==> config.mk <==
export PLATFORM = sky130hd
export DESIGN_NAME = time_set_ctrl_flat
export DESIGN_NICKNAME = d
export VERILOG_FILES = /design/src/rtl/time_set_ctrl_pkg.sv /design/src/rtl/time_set_ctrl_if.sv /design/src/rtl/time_set_ctrl_btn_debounce.sv /design/src/rtl/time_set_ctrl.sv /design/src/flat_wrapper.sv
export SDC_FILE = /design/constraint.sdc
export NUM_CORES = 1
export LEC_CHECK = 0
export BUFFER_PORTS_ARGS = -buffer_cell sky130_fd_sc_hd__buf_2
export CORE_MARGIN = 2
export CORE_UTILIZATION = 40
export CTS_BUF_LIST = sky130_fd_sc_hd__clkbuf_16
export DETAILED_ROUTE_END_ITERATION = 10
export GPL_ROUTABILITY_DRIVEN = 1
export PLACE_DENSITY_LB_ADDON = 0.15
export SLEW_MARGIN = 10
export SYNTH_ARGS = -nofsm -noshare
export SYNTH_HDL_FRONTEND = slang
export SYNTH_SLANG_ARGS = --single-unit
==> constraint.sdc <==
create_clock -name clk -period 3.01 [get_ports clk]
set_clock_uncertainty 0.2 [all_clocks]
set_input_delay 0.1505 -clock clk [delete_from_list [all_inputs] [get_ports clk]]
set_output_delay 0.1505 -clock clk [all_outputs]
set_load 0.01 [all_outputs]
==> src/rtl/time_set_ctrl_pkg.sv <==
// time_set_pkg: shared types and constants for the front-panel time-set
// controller and the wall-clock timer it feeds.
//   time_val_t   6-bit binary hours/minutes value
//   state_e      set-mode FSM states
//   FIELD_*      field-select encodings seen by the display stage
//   wrap_inc     +1 with wrap to 0 past the field maximum
//   clamp_val    out-of-range live values become 0 at capture
package time_set_pkg;

  typedef logic [5:0] time_val_t;

  typedef enum logic [1:0] {
    RUN    = 2'b00,
    EDIT_H = 2'b01,
    EDIT_M = 2'b10
  } state_e;

  localparam logic [1:0] FIELD_NONE    = 2'b00;
  localparam logic [1:0] FIELD_HOURS   = 2'b01;
  localparam logic [1:0] FIELD_MINUTES = 2'b10;

  localparam time_val_t HOURS_MAX   = 6'd23;
  localparam time_val_t MINUTES_MAX = 6'd59;

  localparam int BTN_MODE = 0;
  localparam int BTN_INC  = 1;
  localparam int NUM_BTN  = 2;

  // Wrap is a compare against the maximum, never a modulo.
  function automatic time_val_t wrap_inc(input time_val_t v, input time_val_t max);
    return (v >= max) ? '0 : v + 6'd1;
  endfunction

  function automatic time_val_t clamp_val(input time_val_t v, input time_val_t max);
    return (v > max) ? '0 : v;
  endfunction

endpackage

==> src/rtl/time_set_ctrl_if.sv <==
// time_set_ctrl_if: front-panel / timer / display bundle around the
// time-set controller.
//   btn_mode_n, btn_inc_n  raw active-low buttons
//   cur_hours, cur_minutes live time from the timer
//   set_hours, set_minutes shadow time, valid when load=1
//   load                   one-cycle load strobe to the timer
//   field, blink           edit-field highlight for the display
// Modports: master = controller, slave = panel/timer/display side.
interface time_set_ctrl_if;
  import time_set_pkg::*;

  logic       btn_mode_n;
  logic       btn_inc_n;
  time_val_t  cur_hours;
  time_val_t  cur_minutes;
  time_val_t  set_hours;
  time_val_t  set_minutes;
  logic       load;
  logic [1:0] field;
  logic       blink;

  modport master (
    input  btn_mode_n, btn_inc_n, cur_hours, cur_minutes,
    output set_hours, set_minutes, load, field, blink
  );

  modport slave (
    output btn_mode_n, btn_inc_n, cur_hours, cur_minutes,
    input  set_hours, set_minutes, load, field, blink
  );

endinterface

==> src/rtl/time_set_ctrl_btn_debounce.sv <==
// btn_debounce: 2-flop synchronizer + stability debouncer for one raw
// active-low push-button.
//   clk, rst   clock, async active-low reset
//   btn_n      raw button, asynchronous to clk
//   level      debounced state, 1 = pressed
//   press      one-cycle pulse on released->pressed of level
// Param DEBOUNCE_CYCLES: consecutive differing samples needed to accept.
module btn_debounce #(
  parameter int DEBOUNCE_CYCLES = 500000
) (
  input  logic clk,
  input  logic rst,
  input  logic btn_n,
  output logic level,
  output logic press
);

  localparam int CW = $clog2(DEBOUNCE_CYCLES + 1);

  // Synchronizer carries the pressed sense (inverted raw) so reset = released.
  logic [1:0]    sync;
  logic [CW-1:0] cnt;

  always_ff @(posedge clk or negedge rst) begin
    if (!rst) begin
      sync  <= '0;
      cnt   <= '0;
      level <= 1'b0;
      press <= 1'b0;
    end else begin
      sync  <= {sync[0], ~btn_n};
      press <= 1'b0;
      if (sync[1] == level) begin
        cnt <= '0;
      end else if (cnt == CW'(DEBOUNCE_CYCLES - 1)) begin
        // Last differing sample of the window: accept it.
        cnt   <= '0;
        level <= sync[1];
        press <= sync[1];
      end else begin
        cnt <= cnt + CW'(1);
      end
    end
  end

endmodule

==> src/rtl/time_set_ctrl.sv <==
// time_set_ctrl: front-panel time-setting controller upstream of the
// wall-clock timer. MODE steps RUN -> EDIT_H -> EDIT_M -> RUN (load),
// INC bumps the field being edited.
//   clk, rst  clock, async active-low reset
//   bus       time_set_ctrl_if.master (buttons, live time, set time,
//             load strobe, field select, blink)
// Optional build macro TIME_SET_AUTOREPEAT_EN: holding INC in an edit
// state repeats increments after REPEAT_DELAY, then every REPEAT_RATE.
module time_set_ctrl
  import time_set_pkg::*;
#(
  parameter int DEBOUNCE_CYCLES = 500000,
  parameter int BLINK_CYCLES    = 12500000,
  parameter int REPEAT_DELAY    = 25000000,
  parameter int REPEAT_RATE     = 5000000
) (
  input  logic           clk,
  input  logic           rst,
  time_set_ctrl_if.master bus
);

  localparam int BW = $clog2(BLINK_CYCLES + 1);

  logic [NUM_BTN-1:0] btn_n;
  logic [NUM_BTN-1:0] lvl;
  logic [NUM_BTN-1:0] prs;

  assign btn_n[BTN_MODE] = bus.btn_mode_n;
  assign btn_n[BTN_INC]  = bus.btn_inc_n;

  for (genvar b = 0; b < NUM_BTN; b++) begin : g_btn
    btn_debounce #(.DEBOUNCE_CYCLES(DEBOUNCE_CYCLES)) u_db (
      .clk   (clk),
      .rst   (rst),
      .btn_n (btn_n[b]),
      .level (lvl[b]),
      .press (prs[b])
    );
  end

  state_e        state;
  time_val_t     sh_h, sh_m;
  logic          load_q;
  logic [1:0]    field_q;
  logic          blink_q;
  logic [BW-1:0] bcnt;

  logic mode_evt, inc_src, inc_evt;
  logic unused_lvl;

  assign mode_evt   = prs[BTN_MODE];
  assign unused_lvl = lvl[BTN_MODE];

`ifdef TIME_SET_AUTOREPEAT_EN
  localparam int RMAX = (REPEAT_DELAY > REPEAT_RATE) ? REPEAT_DELAY : REPEAT_RATE;
  localparam int RW   = $clog2(RMAX + 1);

  logic          rpt_pulse;
  logic          rpt_armed;
  logic [RW-1:0] rcnt;

  // First repeat waits REPEAT_DELAY, later ones REPEAT_RATE; any release,
  // MODE press or return to RUN starts the wait over.
  always_ff @(posedge clk or negedge rst) begin
    if (!rst) begin
      rpt_pulse <= 1'b0;
      rpt_armed <= 1'b0;
      rcnt      <= '0;
    end else begin
      rpt_pulse <= 1'b0;
      if (!lvl[BTN_INC] || state == RUN || mode_evt) begin
        rcnt      <= '0;
        rpt_armed <= 1'b0;
      end else if (rcnt == RW'(rpt_armed ? REPEAT_RATE - 1 : REPEAT_DELAY - 1)) begin
        rcnt      <= '0;
        rpt_armed <= 1'b1;
        rpt_pulse <= 1'b1;
      end else begin
        rcnt <= rcnt + RW'(1);
      end
    end
  end

  assign inc_src = prs[BTN_INC] | rpt_pulse;
`else
  logic unused_cfg;
  assign unused_cfg = ^{lvl[BTN_INC], 32'(REPEAT_DELAY), 32'(REPEAT_RATE)};
  assign inc_src    = prs[BTN_INC];
`endif

  // MODE wins a same-cycle collision; INC does nothing in RUN.
  assign inc_evt = inc_src & ~mode_evt & (state != RUN);

  always_ff @(posedge clk or negedge rst) begin
    if (!rst) begin
      state   <= RUN;
      sh_h    <= '0;
      sh_m    <= '0;
      load_q  <= 1'b0;
      field_q <= FIELD_NONE;
      blink_q <= 1'b0;
      bcnt    <= '0;
    end else begin
      load_q <= 1'b0;
      case (state)
        RUN: if (mode_evt) begin
          sh_h    <= clamp_val(bus.cur_hours, HOURS_MAX);
          sh_m    <= clamp_val(bus.cur_minutes, MINUTES_MAX);
          state   <= EDIT_H;
          field_q <= FIELD_HOURS;
        end
        EDIT_H: begin
          if (mode_evt) begin
            state   <= EDIT_M;
            field_q <= FIELD_MINUTES;
          end else if (inc_evt) begin
            sh_h <= wrap_inc(sh_h, HOURS_MAX);
          end
        end
        EDIT_M: begin
          if (mode_evt) begin
            load_q  <= 1'b1;
            state   <= RUN;
            field_q <= FIELD_NONE;
          end else if (inc_evt) begin
            sh_m <= wrap_inc(sh_m, MINUTES_MAX);
          end
        end
        default: begin
          state   <= RUN;
          field_q <= FIELD_NONE;
        end
      endcase

      // Blink restarts visible on every state change and every edit.
      if (state == RUN || mode_evt || inc_evt) begin
        bcnt    <= '0;
        blink_q <= 1'b0;
      end else if (bcnt == BW'(BLINK_CYCLES - 1)) begin
        bcnt    <= '0;
        blink_q <= ~blink_q;
      end else begin
        bcnt <= bcnt + BW'(1);
      end
    end
  end

  assign bus.set_hours   = sh_h;
  assign bus.set_minutes = sh_m;
  assign bus.load        = load_q;
  assign bus.field       = field_q;
  assign bus.blink       = blink_q;

endmodule
==> src/flat_wrapper.sv <==
// flat-port wrapper written by rule: the top's interface ports become plain ports
module time_set_ctrl_flat import time_set_pkg::*;
#(
  parameter int DEBOUNCE_CYCLES = 500000,
  parameter int BLINK_CYCLES    = 12500000,
  parameter int REPEAT_DELAY    = 25000000,
  parameter int REPEAT_RATE     = 5000000
)
  (clk, rst, bus_btn_mode_n, bus_btn_inc_n, bus_cur_hours, bus_cur_minutes, bus_set_hours, bus_set_minutes, bus_load, bus_field, bus_blink);
  time_set_ctrl_if bus_i ();
  input  logic clk;
  input  logic rst;
  input wire logic [$bits(bus_i.btn_mode_n)-1:0] bus_btn_mode_n;
  input wire logic [$bits(bus_i.btn_inc_n)-1:0] bus_btn_inc_n;
  input wire logic [$bits(bus_i.cur_hours)-1:0] bus_cur_hours;
  input wire logic [$bits(bus_i.cur_minutes)-1:0] bus_cur_minutes;
  output wire logic [$bits(bus_i.set_hours)-1:0] bus_set_hours;
  output wire logic [$bits(bus_i.set_minutes)-1:0] bus_set_minutes;
  output wire logic [$bits(bus_i.load)-1:0] bus_load;
  output wire logic [$bits(bus_i.field)-1:0] bus_field;
  output wire logic [$bits(bus_i.blink)-1:0] bus_blink;
  assign bus_i.btn_mode_n = bus_btn_mode_n;
  assign bus_i.btn_inc_n = bus_btn_inc_n;
  assign bus_i.cur_hours = bus_cur_hours;
  assign bus_i.cur_minutes = bus_cur_minutes;
  assign bus_set_hours = bus_i.set_hours;
  assign bus_set_minutes = bus_i.set_minutes;
  assign bus_load = bus_i.load;
  assign bus_field = bus_i.field;
  assign bus_blink = bus_i.blink;
  time_set_ctrl #(.DEBOUNCE_CYCLES(DEBOUNCE_CYCLES), .BLINK_CYCLES(BLINK_CYCLES), .REPEAT_DELAY(REPEAT_DELAY), .REPEAT_RATE(REPEAT_RATE)) u_core (.clk(clk), .rst(rst), .bus(bus_i));
endmodule
==> qor.csv <==
metric;value;unit
areaGrowthSynthToFinish;18.4;%
finalWeightedCongestion;0.824;
post_cts_resized;0;
rsz0062_at_grt;no;
clk_latency;330;ps
worst_pin_slew;815;ps
power_density;457;mW/mm^2
crit_family;simple AND/OR/NAND/NOR gates;
path_class;register to register;
fin_area;0.00517;mm^2
hold_slack;54.2;ps
vias;3550;
synth_cell_types;52;
period_minus_slack;2450;ps
status;finished, final reports clean;
synth_edf_count;0;
core_area;0.0107;mm^2
finalHoldViolCount;0;
hold_end;u_core.bus.set_hours[2];
fin_util;48.1;%
p_leak;2.04;nW
crit_path_end_kind;register;
ys_ff_latch;86;
io_pins;32;
drive_gt1_share;13.9;%
clockRootBuffer;clkbuf_16;
instances_no_fill;649;
required;3040;ps
hold_buffers;14;
grt_start_max_net_pins;48;
synth_area_leaders;dfrtp_1 (49%), xnor2_1 (5.6%), nor2_1 (4.1%);
critical-path-slowest-cell;or4_1;
dpl_worst_slack;567;ps
cts.sinks;86;
maxCapViolCount;0;
layout.nets;525;
layout_common_cells;dfrtp_1 (86), nor2_1 (48), buf_2 (30), nand2_1 (28), xnor2_1 (28);
cp.arrival;2480;ps
n_antenna_cell;0;
synthDominantAreaCellType;dfrtp_1;
final.setup.worst_slack;564;ps
setup_tns;0;ps
grt_pass1_wl;15.1;mm
avgSynthCellArea;9.66;um^2
slew_viol_final;0;
cts_setup_buffers;0;
synth.net_count;473;
r2r-start;u_core.bcnt[0];
setup_viol;0;
ir_worst_vdd;353;uV
crit_start;u_core.bcnt[0];
hold_start;bus_cur_hours[5];
max_stage_delay;650;ps
layout.area.seq;0.00215;mm^2
multi_input_area;0.00212;mm^2
antenna_found_initial;0;
cts_tree;done;
drc;0;
yosysWarningCount;0;
clk_pin_slew;70;ps
die_w;108;um
hp-class;input port to register;
dp.cells;619;
syn_area;0.00436;mm^2
std_cell_rows;38;
dr.pass1.iters;4;
regToRegEndpoint;u_core.bcnt[20];
crit_path_cell_trace;ha_1, nand4_2, or4_1, or3_1, a211oi_1;
grt_pass1_vias;3199;
fmaxAchievable;409;MHz
worst-path-buf-inv;0;
yosysSeqAreaShare;49.3;%
ctsHtreeMaxLevel;3;
avgRoutedWirePerCell;13.7;um
final_common_cell;dfrtp_1;
gr-total-overflow;0;
start_util;40.6;%
hold_path_depth;4;
port_buffers;31;
gr-usage-all-layers;15.9;%
yosysTopAreaCellShare;49.3;%
cts_buffer_depth;2;
r2r_cells;5;
timing.final.crit_share;81.3;%
dpl_cell_area;0.00473;mm^2
synthArstFlopShare;100;%
fillers;1052;
place_hpwl;6.16;mm
numCtsBuffers;9;
drt-total-wl;8.89;mm
viasPerCell;5.47;
dieArea;0.0118;mm^2
power.total;2.36;mW
synth_flop_cell;dfrtp_1;
antenna_left;0;
cp-start-kind;register;
die_h;108;um
netlist_instances;452;
first_iter_violations;235;
reg2reg_slack;560;ps
path_max_fanout;9;
relSlewSlack;45.6;%
-- sequential cells by signal, indices dropped and copies added, names as in the netlist --
name,count
u_core.bus.blink,1
u_core.bus.set_hours,6
u_core.g_btn.u_db.sync,4
u_core.bus.field,2
u_core.g_btn.u_db.press,2
u_core.g_btn.u_db.cnt,38
u_core.g_btn.u_db.level,2
u_core.bus.set_minutes,6
u_core.bcnt,24
u_core.bus.load,1
-- cells by family after synthesis --
| family | after synthesis | share of synthesized area, % |
|---|---|---|
| and+or+nand+nor | 209 | 25.8 |
| muxes | 4 | 1.00 |
| AOI/OAI and AO/OA | 80 | 12.0 |
| DFF | 86 | 49.3 |
| adders and majority gates | 5 | 1.43 |
| buffers and inverters | 28 | 2.44 |
| xor gates and xnor gates | 40 | 8.03 |
-- how the worst max path moves through the flow --
stage                      endpoint  depth (start not counted)  slack [ps]
CTS                 u_core.bcnt[22]                          5         530
finish              u_core.bcnt[20]                          5         560
floorplan           u_core.bcnt[18]                          5         800
detailed placement  u_core.bcnt[22]                          5         570
global placement    u_core.bcnt[22]                          5         650
global route        u_core.bcnt[20]                          5         380
-- where the power goes --
| group | leakage, nW | switching (mW) | internal (mW) |
|---|---|---|---|
| combinational | 0.754 | 0.0511 | 0.0365 |
| sequential | 1.15 | 0.00900 | 1.17 |
| clock | 0.139 | 0.453 | 0.644 |
| total | 2.04 | 0.513 | 1.85 |
-- worst reg2reg max path, stage by stage, from the launching register on --
cell	delay [ps]
dfrtp_1	410
ha_1	240
nand4_2	270
or4_1	660
or3_1	330
a211oi_1	250
-- layout make-up --
type	count	area share [%]
clock buffer	9	4.36
clock inverter	7	1.45
inverter	15	1.09
multi-input combinational	338	41.0
sequential	86	41.6
tap	140	3.39
timing repair buffer	54	7.07
-- synth_stat cells, drive strengths merged (4+ instances only) --
library cell / number
or2: 4
inv: 15
nand2b: 4
a21oi: 20
nand4: 17
xor2: 12
a211oi: 10
nor2: 48
o31ai: 10
dfrtp: 86
and3: 6
xnor2: 28
clkbuf: 12
nor3: 23
nand3: 19
nor4: 17
or3: 13
o21ai: 21
nand2: 28
ha: 5
or4: 12
-- layer usage --
layer  GRT usage [%]  share of wire (%)  vias up  wire length (um)
met5               0                  0        -                 0
met4            5.31               0.76        0                68
met3            3.32                3.1        6               278
met2            24.9                 47       69              4130
met1            22.1                 50     1715              4410
li1                -                  -     1760                 -
Note: power is estimated with default switching activity, not from simulation.
